### config.mk
export PLATFORM = sky130hd
export DESIGN_NAME = nf10_arp_filter
export DESIGN_NICKNAME = d
export VERILOG_FILES = /design/src/rtl/nf10_arp_filter.sv
export SDC_FILE = /design/constraint.sdc
export NUM_CORES = 2
export LEC_CHECK = 0
export BUFFER_PORTS_ARGS = -buffer_cell sky130_fd_sc_hd__buf_4
export CORE_AREA = 4 4 510 512
export CTS_CLUSTER_DIAMETER = 60
export DETAILED_ROUTE_END_ITERATION = 6
export DIE_AREA = 0 0 514 516
export HOLD_SLACK_MARGIN = 0.03
export SYNTH_ARGS = -nofsm -noshare
export SYNTH_HDL_FRONTEND = slang
export SYNTH_SLANG_ARGS = --single-unit
### constraint.sdc
create_clock -name axi_aclk -period 5.7 [get_ports axi_aclk]
set_clock_uncertainty 0.1 [all_clocks]
set_input_delay 1.14 -clock axi_aclk [delete_from_list [all_inputs] [get_ports axi_aclk]]
set_output_delay 1.14 -clock axi_aclk [all_outputs]
set_load 0.03 [all_outputs]
### src/rtl/nf10_arp_filter.sv
// ARP request filter: ARP requests addressed to C_IP_ADDR go to m0, all other
// traffic to m1. Beat0 is held until beat1 can be inspected, then streamed.
module nf10_arp_filter #(
  parameter int          C_S_AXIS_DATA_WIDTH  = 256,
  parameter int          C_S_AXIS_TUSER_WIDTH = 128,
  parameter logic [31:0] C_IP_ADDR            = 32'hC0A80164
) (
  input  logic                              axi_aclk,
  input  logic                              axi_resetn,

  input  logic [C_S_AXIS_DATA_WIDTH-1:0]    s_axis_tdata,
  input  logic [C_S_AXIS_DATA_WIDTH/8-1:0]  s_axis_tstrb,
  input  logic [C_S_AXIS_TUSER_WIDTH-1:0]   s_axis_tuser,
  input  logic                              s_axis_tvalid,
  input  logic                              s_axis_tlast,
  output logic                              s_axis_tready,

  output logic [C_S_AXIS_DATA_WIDTH-1:0]    m0_axis_tdata,
  output logic [C_S_AXIS_DATA_WIDTH/8-1:0]  m0_axis_tstrb,
  output logic [C_S_AXIS_TUSER_WIDTH-1:0]   m0_axis_tuser,
  output logic                              m0_axis_tvalid,
  output logic                              m0_axis_tlast,
  input  logic                              m0_axis_tready,

  output logic [C_S_AXIS_DATA_WIDTH-1:0]    m1_axis_tdata,
  output logic [C_S_AXIS_DATA_WIDTH/8-1:0]  m1_axis_tstrb,
  output logic [C_S_AXIS_TUSER_WIDTH-1:0]   m1_axis_tuser,
  output logic                              m1_axis_tvalid,
  output logic                              m1_axis_tlast,
  input  logic                              m1_axis_tready,

  output logic [31:0]                       arp_pkt_count,
  output logic [31:0]                       other_pkt_count
);

  localparam int STRB_W = C_S_AXIS_DATA_WIDTH / 8;

  typedef enum logic [1:0] {IDLE, HOLD, SEND0, PASS} state_t;

  state_t                            state, state_nxt;

  logic [C_S_AXIS_DATA_WIDTH-1:0]    hold_data;
  logic [STRB_W-1:0]                 hold_strb;
  logic [C_S_AXIS_TUSER_WIDTH-1:0]   hold_user;
  logic                              hold_last;
  logic                              dest_m0, dest_m0_nxt;

  logic                              load_hold;
  logic                              pkt_done;
  logic                              in_ready;
  logic                              out_valid;
  logic                              out_last;
  logic                              dest_ready;
  logic                              arp_match;

  logic [C_S_AXIS_DATA_WIDTH-1:0]    out_data;
  logic [STRB_W-1:0]                 out_strb;
  logic [C_S_AXIS_TUSER_WIDTH-1:0]   out_user;

  // Byte n sits at tdata[8n+7:8n]; fields are big-endian across ascending bytes.
  assign arp_match = (hold_data[8*12 +: 8]    == 8'h08)            &&
                     (hold_data[8*13 +: 8]    == 8'h06)            &&
                     (hold_data[8*20 +: 8]    == 8'h00)            &&
                     (hold_data[8*21 +: 8]    == 8'h01)            &&
                     (s_axis_tdata[8*6 +: 8]  == C_IP_ADDR[31:24]) &&
                     (s_axis_tdata[8*7 +: 8]  == C_IP_ADDR[23:16]) &&
                     (s_axis_tdata[8*8 +: 8]  == C_IP_ADDR[15:8])  &&
                     (s_axis_tdata[8*9 +: 8]  == C_IP_ADDR[7:0]);

  assign dest_ready = dest_m0 ? m0_axis_tready : m1_axis_tready;

  // NOTE: sequential state is written with <= so every flop samples the
  // pre-edge values of its neighbours, regardless of block ordering.
  always_ff @(posedge axi_aclk) begin
    if (!axi_resetn) begin
      state <= IDLE;
    end else begin
      state <= state_nxt;
    end
  end

  // NOTE: every signal written here gets a default first, so no branch can
  // leave one unassigned and infer a latch.
  always_comb begin
    state_nxt   = state;
    dest_m0_nxt = dest_m0;
    load_hold   = 1'b0;
    pkt_done    = 1'b0;
    in_ready    = 1'b0;
    out_valid   = 1'b0;
    out_last    = 1'b0;

    case (state)
      IDLE: begin
        in_ready = 1'b1;
        if (s_axis_tvalid) begin
          load_hold   = 1'b1;
          dest_m0_nxt = 1'b0;
          state_nxt   = s_axis_tlast ? SEND0 : HOLD;
        end
      end

      // Beat1 is only inspected here, not consumed; PASS takes it later.
      HOLD: begin
        if (s_axis_tvalid) begin
          dest_m0_nxt = arp_match;
          state_nxt   = SEND0;
        end
      end

      SEND0: begin
        out_valid = 1'b1;
        out_last  = hold_last;
        if (dest_ready) begin
          pkt_done  = hold_last;
          state_nxt = hold_last ? IDLE : PASS;
        end
      end

      PASS: begin
        in_ready  = dest_ready;
        out_valid = s_axis_tvalid;
        out_last  = s_axis_tlast;
        if (s_axis_tvalid && dest_ready && s_axis_tlast) begin
          pkt_done  = 1'b1;
          state_nxt = IDLE;
        end
      end

      default: state_nxt = IDLE;
    endcase
  end

  // NOTE: the hold buffer is a single register set, not a memory array, so it
  // is cleared on reset like any other flop.
  always_ff @(posedge axi_aclk) begin
    if (!axi_resetn) begin
      hold_data <= '0;
      hold_strb <= '0;
      hold_user <= '0;
      hold_last <= 1'b0;
      dest_m0   <= 1'b0;
    end else begin
      if (load_hold) begin
        hold_data <= s_axis_tdata;
        hold_strb <= s_axis_tstrb;
        hold_user <= s_axis_tuser;
        hold_last <= s_axis_tlast;
      end
      dest_m0 <= dest_m0_nxt;
    end
  end

  always_ff @(posedge axi_aclk) begin
    if (!axi_resetn) begin
      arp_pkt_count   <= '0;
      other_pkt_count <= '0;
    end else if (pkt_done) begin
      if (dest_m0) begin
        arp_pkt_count <= arp_pkt_count + 32'd1;
      end else begin
        other_pkt_count <= other_pkt_count + 32'd1;
      end
    end
  end

  assign out_data = (state == PASS) ? s_axis_tdata : hold_data;
  assign out_strb = (state == PASS) ? s_axis_tstrb : hold_strb;
  assign out_user = (state == PASS) ? s_axis_tuser : hold_user;

  assign m0_axis_tdata = out_data;
  assign m0_axis_tstrb = out_strb;
  assign m0_axis_tuser = out_user;
  assign m1_axis_tdata = out_data;
  assign m1_axis_tstrb = out_strb;
  assign m1_axis_tuser = out_user;

  // Handshake outputs are forced quiet while reset is asserted, since the
  // state register may not yet hold a defined value.
  assign s_axis_tready  = in_ready & axi_resetn;
  assign m0_axis_tvalid = out_valid &  dest_m0 & axi_resetn;
  assign m1_axis_tvalid = out_valid & ~dest_m0 & axi_resetn;
  assign m0_axis_tlast  = out_last  &  dest_m0 & axi_resetn;
  assign m1_axis_tlast  = out_last  & ~dest_m0 & axi_resetn;

endmodule

==> run metrics <==
first-pass GRT wire length=257000 um; crit-path most repeated cell=buf_4; Fin Setup TNS=0 ps; Mapped Nets=about 3600; clock root buffer=clkbuf_16; Avg Vias per Cell=3.49; GR Overflow Total=0; Max Cap Viol=0; period utilisation layout=0.765; FF+latch area=9690 um2; Hold Crit Class=flip-flop to flip-flop; delay of the slowest cell on the worst path=490 ps; CP endpoint kind=primary output; DRT iter0 DRCs=2332; WL per Instance=28.0 um; fin crit period=4360 ps; status=finished, final reports clean; met3 usage=0.0972; initial antenna violation count=113; P&R area growth vs syn=51.7%; unrepaired setup endpoints after global routing=false; Place WS=between 1000 and 1500 ps; pin count of the biggest net entering global routing=153; maximum vdd ir drop=between 0.3 and 0.4 mV; CTS tree=built; post-layout util=0.153; Starting Density=0.101; # rows=186; drt drc=0; top post-synthesis cells by area=dfxtp_1, mux2_2, nand2_1; hold_ws=between 300 and 400 ps; grt met1 use=0.168; leading area contributor after synthesis=dfxtp_1; CTS Hold Bufs=0; Post-Syn Instances=between 3000 and 4000; die height=516 um; Pleak=16.4 nW; DP HPWL=181000 um; Core Area=256000 um2; I/O pin cnt=around 1300; R2R setup slack=approximately 2600 ps; crit path DAT=3120 ps; CTS buffer count=70; ys async rst share=0; Reg2Reg Capture Point=arp_pkt_count[24]$_SDFFE_PN0P_; multi-input gate area in the final layout=roughly 12000 um2; Resized cells post-CTS=0; Post-Syn Area per Cell=a little over 8 um2; Final GP Congestion=approximately 1.0; Fin. Hold Viols=0; yosys warns=0; nets=4389; critical path peak fanout=33; later-pin clock latency in the skew report=680 ps; die area=265000 um2; FF-to-FF Start=state[0]$_SDFFE_PN0P_; area share of the leading cell type in the synthesized netlist=0.376; hold path cells=2; CP startpoint=state[0]$_SDFFE_PN0P_; # Post-CTS Setup Buffers=0; beginning of the worst hold path=hold_data[141]$_SDFFE_PN0P_; sequential fraction of the synthesis area=0.376; clk buf depth=3; Most Crowded Layer GR=met2; PwrDens=between 500 and 600 nW/um2; fill count=29000; Slew Limit Fails=0; cell area after synthesis=25800 um2; Slew Limit Headroom=0.282; FF-to-FF path depth=6; top-count cell post-synth=nand2_1; CP Cell Sequence=ha_4 -> buf_12 -> buf_4 -> mux2_2 -> buf_4; Final Non-Filler Cells=7431; clk slew on worst S/H paths=60 ps; CP Class=flip-flop to primary output; Worst path slowest cell=ha_4; Fmax=229 MHz; vias in the first global route=~24000; WHS Endpoint=hold_data[141]$_SDFFE_PN0P_; Worst setup SP type=flip-flop; DRT antenna net count=0; chip width=514 um; Worst-Margin Slew=1080 ps; Placed Cells incl. Taps=7273; port buffer count=1322; DR vias=25900; Yosys reg bits=484; final wirelength=around 210000 um; ys flop type=dfxtp_1; final setup violation count=0; grt met2 use=0.219; Post-synth EDFFs=0; Post-synth top cells=nand2_1, dfxtp_1, a21oi_1; DRT Pass-1 Iters=5; Clock H-tree levels=3; layout cell share with drive strength beyond 1=0.479; Unique masters post-synth=45; fin worst setup slack=~1300 ps; Crit path required time=between 4000 and 5000 ps; Total GRT Usage=0.148; CTS Sinks=between 400 and 500
## area by class of cell
type,count,area share
clock inverters,26,0.00896
flip-flops and latches,484,0.248
clock buffers,98,0.0516
repair buffers,1381,0.269
well taps,3384,0.108
multi-input cells,2011,0.311
inverters,13,0.00144
diodes,34,0.00218
## power by group
part | switching (mW) | internal (mW) | leakage [nW] | total [mW]
clock network | 1.86 | 2.69 | 1.15 | 4.55
registers | 0.287 | 3.97 | 3.96 | 4.26
logic | 8.27 | 3.69 | 11.3 | 12.0
total | 10.4 | 10.4 | 16.4 | 20.8
## sequential cells by signal, indices dropped and copies added, names as in the netlist
name             flops
state                2
hold_strb           32
hold_data          256
hold_user          128
arp_pkt_count       32
hold_last            1
dest_m0              1
other_pkt_count     32
## cell usage in the layout, fill, tap and decap left out, types with 5 or more instances in the layout
cell type / synthesis / routed
ha_1: 6 / 5
nor4_1: 13 / 12
nand3_1: 25 / 25
and4_1: 10 / 10
dfxtp_1: 484 / 484
clkinv_4: 0 / 5
clkbuf_16: 0 / 71
diode_2: 0 / 34
mux2_2: 417 / 417
nor4b_1: 9 / 7
buf_12: 0 / 12
clkbuf_1: 199 / 13
or4_1: 33 / 33
or3_1: 10 / 10
o21ai_0: 12 / 12
clkbuf_8: 0 / 14
a21oi_1: 461 / 461
xor2_1: 9 / 9
inv_1: 12 / 12
nand2b_1: 11 / 11
buf_4: 416 / 1369
and3_1: 5 / 5
mux2i_1: 11 / 11
o31ai_1: 26 / 26
nand2_1: 860 / 859
nor2_1: 27 / 27
nor3_1: 7 / 7
nand4_1: 30 / 30
## cell families (layout without fill, tap and decap cells)
logic type | after synthesis | in the layout | synth area share
multiplexers | 428 | 428 | 0.186
AND/OR/NAND/NOR | 1050 | 1050 | 0.171
AO/OA/AOI/OAI | 514 | 514 | 0.104
buffers and inverters | 640 | 1518 | 0.154
other | 0 | 34 | 0
adder cells (fa/ha/maj) | 6 | 6 | 0.00291
XOR/XNOR | 13 | 13 | 0.00442
flip-flops | 484 | 484 | 0.376
## routing by layer
metal / wire [um] / part of all wire
met1: 78600 / 0.38
met2: 87600 / 0.42
met3: 32500 / 0.16
met4: 8620 / 0.041
met5: 640 / 0.0031
## worst max-delay path, delay by kind of cell (launching register included)
| kind | cells | cell delay [ps] |
|---|---|---|
| adder cells (fa/ha/maj) | 1 | 490 |
| buffers and inverters | 3 | 930 |
| flip-flops | 1 | 410 |
| multiplexers | 1 | 490 |
## through the flow
step | total power [mW] | area (um2)
4_1_cts | 21.1 | 39000
3_5_place_dp | 16.4 | 36600
6_report | 20.8 | 39100
3_3_place_gp | 16.4 | 36600
2_1_floorplan | 11.7 | 25800
5_1_grt | 21.7 | 39000
## worst max-delay path by stage
stage                             end  cells after the start
finish              m0_axis_tdata[60]                      5
global route        m0_axis_tdata[60]                      5
CTS                 m0_axis_tdata[60]                      5
detailed placement     m0_axis_tvalid                      4
global placement       m0_axis_tvalid                      4
floorplan               s_axis_tready                      3
Note: power is estimated with default switching activity, not from simulation.
